==> src/rtl/countdown_timer8_pkg.sv <==
// Shared definitions for the loadable down-counter and its control interface.
package countdown_timer8_pkg;

    localparam int unsigned COUNT_W = 8;

    typedef enum logic [1:0] {
        StIdle = 2'b00,
        StRun  = 2'b01,
        StDone = 2'b10
    } state_e;

    // The last decrement happens from 1, so the counter itself never has to test for zero.
    function automatic logic is_terminal(input logic [COUNT_W-1:0] cnt);
        return cnt == COUNT_W'(1);
    endfunction

endpackage

==> src/rtl/countdown_timer8_if.sv <==
// Control and status bundle between a timer owner (master) and the timer (slave).
interface countdown_timer8_if
    import countdown_timer8_pkg::*;
#(
    parameter int unsigned WIDTH = COUNT_W
);

    logic             start;
    logic [WIDTH-1:0] load_val;
    logic             en;
    logic             abort;
    logic [WIDTH-1:0] count;
    logic             busy;
    logic             done;
    logic             expired;

    modport master (
        output start,
        output load_val,
        output en,
        output abort,
        input  count,
        input  busy,
        input  done,
        input  expired
    );

    modport slave (
        input  start,
        input  load_val,
        input  en,
        input  abort,
        output count,
        output busy,
        output done,
        output expired
    );

endinterface

==> src/rtl/countdown_timer8.sv <==
// Loadable down-counter with start/abort, optional auto-reload and a registered done pulse.
module countdown_timer8
    import countdown_timer8_pkg::*;
#(
    parameter int unsigned WIDTH       = COUNT_W,
    parameter bit          AUTO_RELOAD = 1'b0
) (
    input  logic               clk,
    input  logic               rst,
    countdown_timer8_if.slave  ctl_io
);

    state_e           state_q;
    logic [WIDTH-1:0] count_q;
    logic [WIDTH-1:0] reload_q;
    logic             busy_q;
    logic             done_q;
    logic             expired_q;

    always_ff @(posedge clk or posedge rst) begin
        if (rst) begin
            state_q   <= StIdle;
            count_q   <= '0;
            reload_q  <= '0;
            busy_q    <= 1'b0;
            done_q    <= 1'b0;
            expired_q <= 1'b0;
        end else begin
            done_q <= 1'b0;
            if (ctl_io.abort) begin
                state_q   <= StIdle;
                count_q   <= '0;
                busy_q    <= 1'b0;
                expired_q <= 1'b0;
            end else begin
                unique case (state_q)
                    StIdle, StDone: begin
                        if (ctl_io.start) begin
                            if (ctl_io.load_val != '0) begin
                                state_q   <= StRun;
                                count_q   <= ctl_io.load_val;
                                reload_q  <= ctl_io.load_val;
                                busy_q    <= 1'b1;
                                expired_q <= 1'b0;
                            end else begin
                                // Zero load: terminal count is reached without ever running.
                                state_q   <= StDone;
                                count_q   <= '0;
                                busy_q    <= 1'b0;
                                done_q    <= 1'b1;
                                expired_q <= 1'b1;
                            end
                        end
                    end
                    StRun: begin
                        if (ctl_io.en) begin
                            if (is_terminal(COUNT_W'(count_q))) begin
                                done_q    <= 1'b1;
                                expired_q <= 1'b1;
                                if (AUTO_RELOAD) begin
                                    // Skip the zero so the downstream zero flag never fires.
                                    count_q <= reload_q;
                                end else begin
                                    state_q <= StDone;
                                    count_q <= '0;
                                    busy_q  <= 1'b0;
                                end
                            end else if (count_q != '0) begin
                                count_q <= count_q - 1'b1;
                            end
                        end
                    end
                    default: begin
                        state_q <= StIdle;
                        count_q <= '0;
                        busy_q  <= 1'b0;
                    end
                endcase
            end
        end
    end

    assign ctl_io.count   = count_q;
    assign ctl_io.busy    = busy_q;
    assign ctl_io.done    = done_q;
    assign ctl_io.expired = expired_q;

endmodule

==> src/flat_wrapper.sv <==
// flat-port wrapper written by rule: the top's interface ports become plain ports
module countdown_timer8_flat import countdown_timer8_pkg::*;
#(
    parameter int unsigned WIDTH       = COUNT_W,
    parameter bit          AUTO_RELOAD = 1'b0
)
  (clk, rst, ctl_io_start, ctl_io_load_val, ctl_io_en, ctl_io_abort, ctl_io_count, ctl_io_busy, ctl_io_done, ctl_io_expired);
  countdown_timer8_if #(.WIDTH(WIDTH)) ctl_io_i ();
  input  logic clk;
  input  logic rst;
  input wire logic [$bits(ctl_io_i.start)-1:0] ctl_io_start;
  input wire logic [$bits(ctl_io_i.load_val)-1:0] ctl_io_load_val;
  input wire logic [$bits(ctl_io_i.en)-1:0] ctl_io_en;
  input wire logic [$bits(ctl_io_i.abort)-1:0] ctl_io_abort;
  output wire logic [$bits(ctl_io_i.count)-1:0] ctl_io_count;
  output wire logic [$bits(ctl_io_i.busy)-1:0] ctl_io_busy;
  output wire logic [$bits(ctl_io_i.done)-1:0] ctl_io_done;
  output wire logic [$bits(ctl_io_i.expired)-1:0] ctl_io_expired;
  assign ctl_io_i.start = ctl_io_start;
  assign ctl_io_i.load_val = ctl_io_load_val;
  assign ctl_io_i.en = ctl_io_en;
  assign ctl_io_i.abort = ctl_io_abort;
  assign ctl_io_count = ctl_io_i.count;
  assign ctl_io_busy = ctl_io_i.busy;
  assign ctl_io_done = ctl_io_i.done;
  assign ctl_io_expired = ctl_io_i.expired;
  countdown_timer8 #(.WIDTH(WIDTH), .AUTO_RELOAD(AUTO_RELOAD)) u_core (.clk(clk), .rst(rst), .ctl_io(ctl_io_i));
endmodule
==> config.mk <==
export PLATFORM = sky130hd
export DESIGN_NAME = countdown_timer8_flat
export DESIGN_NICKNAME = d
export VERILOG_FILES = /design/src/rtl/countdown_timer8_pkg.sv /design/src/rtl/countdown_timer8_if.sv /design/src/rtl/countdown_timer8.sv /design/src/flat_wrapper.sv
export SDC_FILE = /design/constraint.sdc
export NUM_CORES = 1
export LEC_CHECK = 0
export ABC_CLOCK_PERIOD_IN_PS = 2340
export CAP_MARGIN = 20
export CORE_MARGIN = 8
export CORE_UTILIZATION = 47
export DETAILED_ROUTE_END_ITERATION = 6
export PLACE_DENSITY = 0.78
export REMOVE_ABC_BUFFERS = 1
export SLEW_MARGIN = 10
export SYNTH_ARGS = -nofsm -noshare
export SYNTH_HDL_FRONTEND = slang
export SYNTH_SLANG_ARGS = --single-unit
==> constraint.sdc <==
create_clock -name clk -period 2.34 [get_ports clk]
set_clock_uncertainty 0.05 [all_clocks]
set_input_delay 0.468 -clock clk [delete_from_list [all_inputs] [get_ports clk]]
set_output_delay 0.468 -clock clk [all_outputs]
set_load 0.005 [all_outputs]
==> reports/results.ini, run 1 <==
[cts]
clkSlewWorstSetupHoldPaths_ps = 80
h-tree-depth = 1
clock_sinks = 12
hold_buffers = 0
clock_tree.buffer_depth = 2
cts_tree = built
cts_root_buf = clkbuf_4
clk_latency_ps = 290
cts_setup_buffers = 0
cts.repair.resized = 0
numCtsBuffers = 3

[die]
design.die.area_sq_um = 3556
die_w_microns = 59.63
start_util_pct = 50.71
core_area_sq_um = 1764
io_pins = 24
num_rows = 15
chipHeight_microns = 59.63

[critical_path]
criticalPathCategory = primary input to register
reg2regPathDepth = 6
setup.worst_path.end_class = register
r2r_setup_slack_ps = 420
cp-startpoint = ctl_io_load_val[6]
arrival_ps = 2080
worst-endpoint-required_ps = 2510
cp_max_fo = 3
crit_path_end = u_core.state_q[1]
cp-start-kind = primary input
worstReg2RegStart = u_core.ctl_io.count[1]
regToRegEndpoint = u_core.ctl_io.count[7]

[power]
internal_power_mw = 0.8160
p_sw_share_pct = 45.39
pwr-share-clk_pct = 9.4
seqPwrFrac_pct = 27.7
power.switching_mw = 0.6782
p_per_area_nw_per_um2 = 1248
pwr-share-comb_pct = 62.9
irDropWorstVdd_uv = 686.5
p_leak_nw = 0.4677

[job]
drv_cap = 0

[sta]
grt_setup_unrepaired = false
finalCritPeriodShare_pct = 81.93
slew_violations = 0
slew_headroom_pct = 68.19
hold_violations = 0
setup_viol_count_final = 0
clock.fmax_ghz = 0.5216
tightest_slew_ps = 476.6
min_period_ps = 1917
tns_ps = 0

[global_routing]
grt-ovfl-total = 0
globalRouteTotalUtil_pct = 16.49
grt_pass1_vias = 948
antenna_found_initial = 0
grt_pass1_wl_microns = 4381
grt_max_degree = 13

[layout]
stdcell_count = 146
final_common_cell = clkdlybuf4s50_1
diodes = 0
drive_gt1_share_pct = 16.53
layout_common_cells = clkdlybuf4s50_1 (23), dfrtp_1 (12), nor2_1 (7), inv_1 (6)
nNetsFinal = 139
area_growth_syn_to_layout_pct = 33.85

[drt]
vias = 900
drc = 0
dr.pass1.iters = 4
drt-total-wl_microns = 2655
ant_nets = 0
drtIter0Drc = 10
route.detailed.wl_per_inst_microns = 18.18
viasPerCell = 6.164

[placement]
portBuffers = 23
hpwl_microns = 2066
place.gp.congestion = 0.9295
place_inst = 143

[synthesis]
synth_compound_area_share_pct = 31.47
synth_cell_types = 43
ys_warn_count = 0
synth_top_family_by_area = compound AO/OA/AOI/OAI gates
synth_cells = 92
synth_simple_gate_area_share_pct = 24.62
seq_area_frac_synth_pct = 33.57
syn-cell-area_sq_um = 894.6
yosys.area.top_type = dfrtp_1
yosys-mux-area-fraction_pct = 2.378
avgSynthCellArea_sq_um = 9.724
synth_fa_ha_area_share_pct = 4.196
yosys.area.top_type_share_pct = 33.57
async_flop_share_pct = 100.0
ys_ff_latch = 12
ys.flop_type = dfrtp_1
synth_xor_xnor_area_share_pct = 0
synth_edf_count = 0
synthTopCellsByArea = dfrtp_1 (34%), ha_1 (4.2%), a2bb2oi_1 (3.9%)

[run_status]
outcome = complete, no violations

[worst_hold_path]
hold_path_class = primary input to async pin

-- layout make-up --
class | instances | area [sq um]
Fill cell | 163 | 566.8
Multi-Input combinational cell | 73 | 560.5
Sequential cell | 12 | 300.3
Timing Repair Buffer | 27 | 260.3
Tap cell | 25 | 31.28
Clock buffer | 3 | 22.52
Inverter | 6 | 22.52
-- layer usage --
metal	vias to the layer above	global-route usage [%]	wire length [microns]
li1	423	-	-
met1	415	17.97	1049
met2	49	26.35	1271
met3	13	4.989	231
met4	0	11.90	102
met5	-	0	0
-- power by group through the flow --
| stage | combinational, mW | sequential (mW) | clock (mW) |
|---|---|---|---|
| after global placement | 0.901 | 0.417 | 0 |
| after detailed placement | 0.924 | 0.418 | 0 |
| after floorplan | 0.555 | 0.405 | 0 |
| after global routing | 1.02 | 0.437 | 0.150 |
| after CTS | 0.931 | 0.414 | 0.138 |
| final | 0.940 | 0.415 | 0.140 |
-- worst min-delay path by stage --
stage | depth (start not counted) | to | slack (ps) | from
after CTS | 2 | u_core.ctl_io.done | 460 | rst
after global placement | 1 | u_core.ctl_io.expired | 490 | u_core.ctl_io.expired
final | 2 | u_core.ctl_io.done | 440 | rst
after detailed placement | 1 | u_core.ctl_io.expired | 510 | u_core.ctl_io.expired
after global routing | 2 | u_core.ctl_io.count[6] | 490 | rst
after floorplan | 1 | u_core.ctl_io.busy | 280 | rst
-- Yosys cell counts, types with 2 or more instances --
cell        n
nand4_1     2
o32ai_1     3
nor2b_1     2
dfrtp_1    12
inv_1       6
nand2_1     5
nor2_1      7
nand3_1     2
a32oi_1     3
a21oi_1     5
a2bb2oi_1   4
nor3_1      2
or2_2       2
ha_1        3
o21ai_0     5
a31oi_1     2
-- kinds of logic after synthesis --
family                   after synthesis
AND/OR/NAND/NOR                       35
multiplexers                           2
AO/OA/AOI/OAI                         33
buffers and inverters                  7
flip-flops                            12
adder cells (fa/ha/maj)                3
-- critical path: stages --
cell and delay (ps):
clkdlybuf4s50_1 430, or4_2 700, o41a_1 340, o2bb2ai_2 140
-- metrics by stage --
| step | area [sq um] | power [mW] | hold WS [ps] | util [%] | worst slack [ps] |
|---|---|---|---|---|---|
| CTS | 1197 | 1.484 | 464.3 | 67.87 | 419.9 |
| floorplan | 883.3 | 0.9601 | 282.7 | - | 595.1 |
| global route | 1197 | 1.606 | 488.7 | 67.87 | 319.6 |
| global placement | 1175 | 1.318 | 492.9 | 66.60 | 157.7 |
| detailed placement | 1175 | 1.342 | 505.8 | 66.60 | 129.8 |
| finish | 1197 | 1.494 | 435.1 | 67.87 | 422.8 |
-- state kept, by name (all words and copies together) (netlist names) --
register,cells
u_core.ctl_io.count,8
u_core.ctl_io.busy,1
u_core.ctl_io.done,1
u_core.ctl_io.expired,1
u_core.state_q,1
Power figures use the tool's default switching activity.
==> inputs of run 2 (changes only) <==
Settings changed: ABC_CLOCK_PERIOD_IN_PS 2340 to 1800.
Clock period 2.34 ns to 1.8 ns, I/O delays scaled along.
==> run 2 against run 1 <==
Against the previous run: combinational power grew 57%; die area is the same; design area grew 15%; sequential share of layout area shrank 3.1 points; critical path depth is the same; global-route usage grew 1.8 points; register-to-register slack lost 350 ps; clock power grew 25%; power grew 44%.
==> reports/results.ini, run 2 (same netlist as run 1, synthesis figures left out) <==
[global_routing]
grt_max_degree = 13  ; unchanged
grt_pass1_wl_microns = 4961  ; was 4381 microns
grt_pass1_vias = 1051  ; was 948
antenna_found_initial = 0  ; unchanged
globalRouteTotalUtil_pct = 18.26  ; was 16.49%
grt-ovfl-total = 0  ; unchanged

[sta]
tightest_slew_ps = 514.6  ; was 476.6 ps
hold_violations = 0  ; unchanged
min_period_ps = 1750
tns_ps = 0  ; unchanged
clock.fmax_ghz = 0.5714
hold_ws_ps = 357.1  ; was 435.1 ps
fin_ws_ps = 49.84  ; was 422.8 ps
finalCritPeriodShare_pct = 97.23
slew_violations = 0  ; unchanged
setup_viol_count_final = 0  ; unchanged
slew_headroom_pct = 65.65  ; was 68.19%

[critical_path]
arrival_ps = 1920  ; was 2080 ps
worst-endpoint-required_ps = 1970  ; was 2510 ps
setup.worst_path.end_class = register  ; unchanged
criticalPathCategory = primary input to register  ; unchanged
cp_max_fo = 3  ; unchanged
cp-start-kind = primary input  ; unchanged

[layout]
nNetsFinal = 161  ; was 139
nFillCells = 137  ; was 163
largest_register_ffs = 8  ; unchanged
stdcell_count = 168  ; was 146
area_growth_syn_to_layout_pct = 53.43  ; was 33.85%
final_common_cell = buf_4  ; was clkdlybuf4s50_1
final_area_sq_um = 1373  ; was 1197 sq um
drive_gt1_share_pct = 32.17  ; was 16.53%
diodes = 0  ; unchanged
layout_common_cells = buf_4 (26), clkdlybuf4s50_1 (23), dfrtp_1 (11), nor2_1 (6)  ; was clkdlybuf4s50_1 (23), dfrtp_1 (12), nor2_1 (7), inv_1 (6)
post-route-util_pct = 77.80  ; was 67.87%

[drt]
vias = 990  ; was 900
drc = 0  ; unchanged
drtIter0Drc = 50  ; was 10
route.detailed.wl_per_inst_microns = 17.76  ; was 18.18 microns
viasPerCell = 5.893  ; was 6.164
ant_nets = 0  ; unchanged
drt-total-wl_microns = 2983  ; was 2655 microns
dr.pass1.iters = 4  ; unchanged

[cts]
clk_latency_ps = 280  ; was 290 ps
clock_sinks = 12  ; unchanged
cts_root_buf = clkbuf_4  ; unchanged
clkSlewWorstSetupHoldPaths_ps = 80  ; about the same
h-tree-depth = 1  ; unchanged
numCtsBuffers = 3  ; unchanged
clock_tree.buffer_depth = 2  ; unchanged
cts_tree = built  ; unchanged
hold_buffers = 0  ; unchanged

[die]
start_util_pct = 50.71  ; unchanged
num_rows = 15  ; unchanged
io_pins = 24  ; unchanged
chipHeight_microns = 59.63  ; unchanged
core_area_sq_um = 1764  ; unchanged
die_w_microns = 59.63  ; unchanged
design.die.area_sq_um = 3556  ; unchanged

[placement]
place.gp.congestion = 0.9382  ; was 0.9295
placed_cell_area_sq_um = 1333  ; was 1175 sq um
dp_slack_ps = -317.1  ; was 129.8 ps
place_inst = 164  ; was 143
portBuffers = 23  ; unchanged
hpwl_microns = 2264  ; was 2066 microns

[job]
drv_cap = 0  ; unchanged

[power]
finalPower_mw = 2.158  ; was 1.494 mW
p_leak_nw = 0.5770  ; was 0.4677 nW
irDropWorstVdd_uv = 1226  ; was 686.5 uV
p_per_area_nw_per_um2 = 1572  ; was 1248 nW/um^2

[run_status]
outcome = complete, no violations  ; unchanged

[worst_hold_path]
hold_path_class = primary input to async pin  ; unchanged

[run 2: cell count changes in the layout (fill, tap and decap cells not counted), sizes merged]
cell	before	now
buf	4	26
[run 2: critical path, stage by stage]
cell             delay, ps
clkdlybuf4s50_1        440
or4_4                  550
o41a_1                 430
o2bb2ai_2              130
[run 2: report_power, final]
part | leakage, nW | internal (mW) | switching (mW)
Clock | 0.0138 | 0.0778 | 0.0969
Sequential | 0.155 | 0.380 | 0.127
Combinational | 0.408 | 0.763 | 0.713
[run 2: final timing paths]
path                       depth (start not counted)  slack (ps)                     end                   start
setup / recovery                                   4          50       u_core.state_q[1]      ctl_io_load_val[6]
hold / removal                                     2         360  u_core.ctl_io.count[4]                     rst
setup reg to reg                                   7          70  u_core.ctl_io.count[0]  u_core.ctl_io.count[0]
hold reg to reg                                    1         500   u_core.ctl_io.expired   u_core.ctl_io.expired
max in group asynchronous                          2         970      u_core.ctl_io.busy                     rst
min in group clk                                   1         500   u_core.ctl_io.expired   u_core.ctl_io.expired
[run 2: layer usage]
metal | share of wire (%) | vias to the layer above | global-route usage (%) | routed length (microns)
met3 | 7.1 | 7 | 3.471 | 211
met1 | 42 | 472 | 22.70 | 1251
met2 | 49 | 45 | 28.81 | 1471
li1 | - | 466 | - | -
met4 | 1.7 | 0 | 9.524 | 50
met5 | 0 | - | 0 | 0
[run 2: layout make-up]
cell class,count,area (sq um),share of cell area (%)
Clock buffer,3,22.52,1.641
Inverter,6,22.52,1.641
Multi-Input combinational cell,73,569.3,41.48
Sequential cell,12,301.5,21.97
Tap cell,25,31.28,2.279
Timing Repair Buffer,49,425.4,30.99
[run 2: what timing repair did]
item,4_1_cts,5_1_grt
pin swaps,0,5
setup buffers,0,1
setup endpoints to repair,1,4
gates resized for setup,1,4
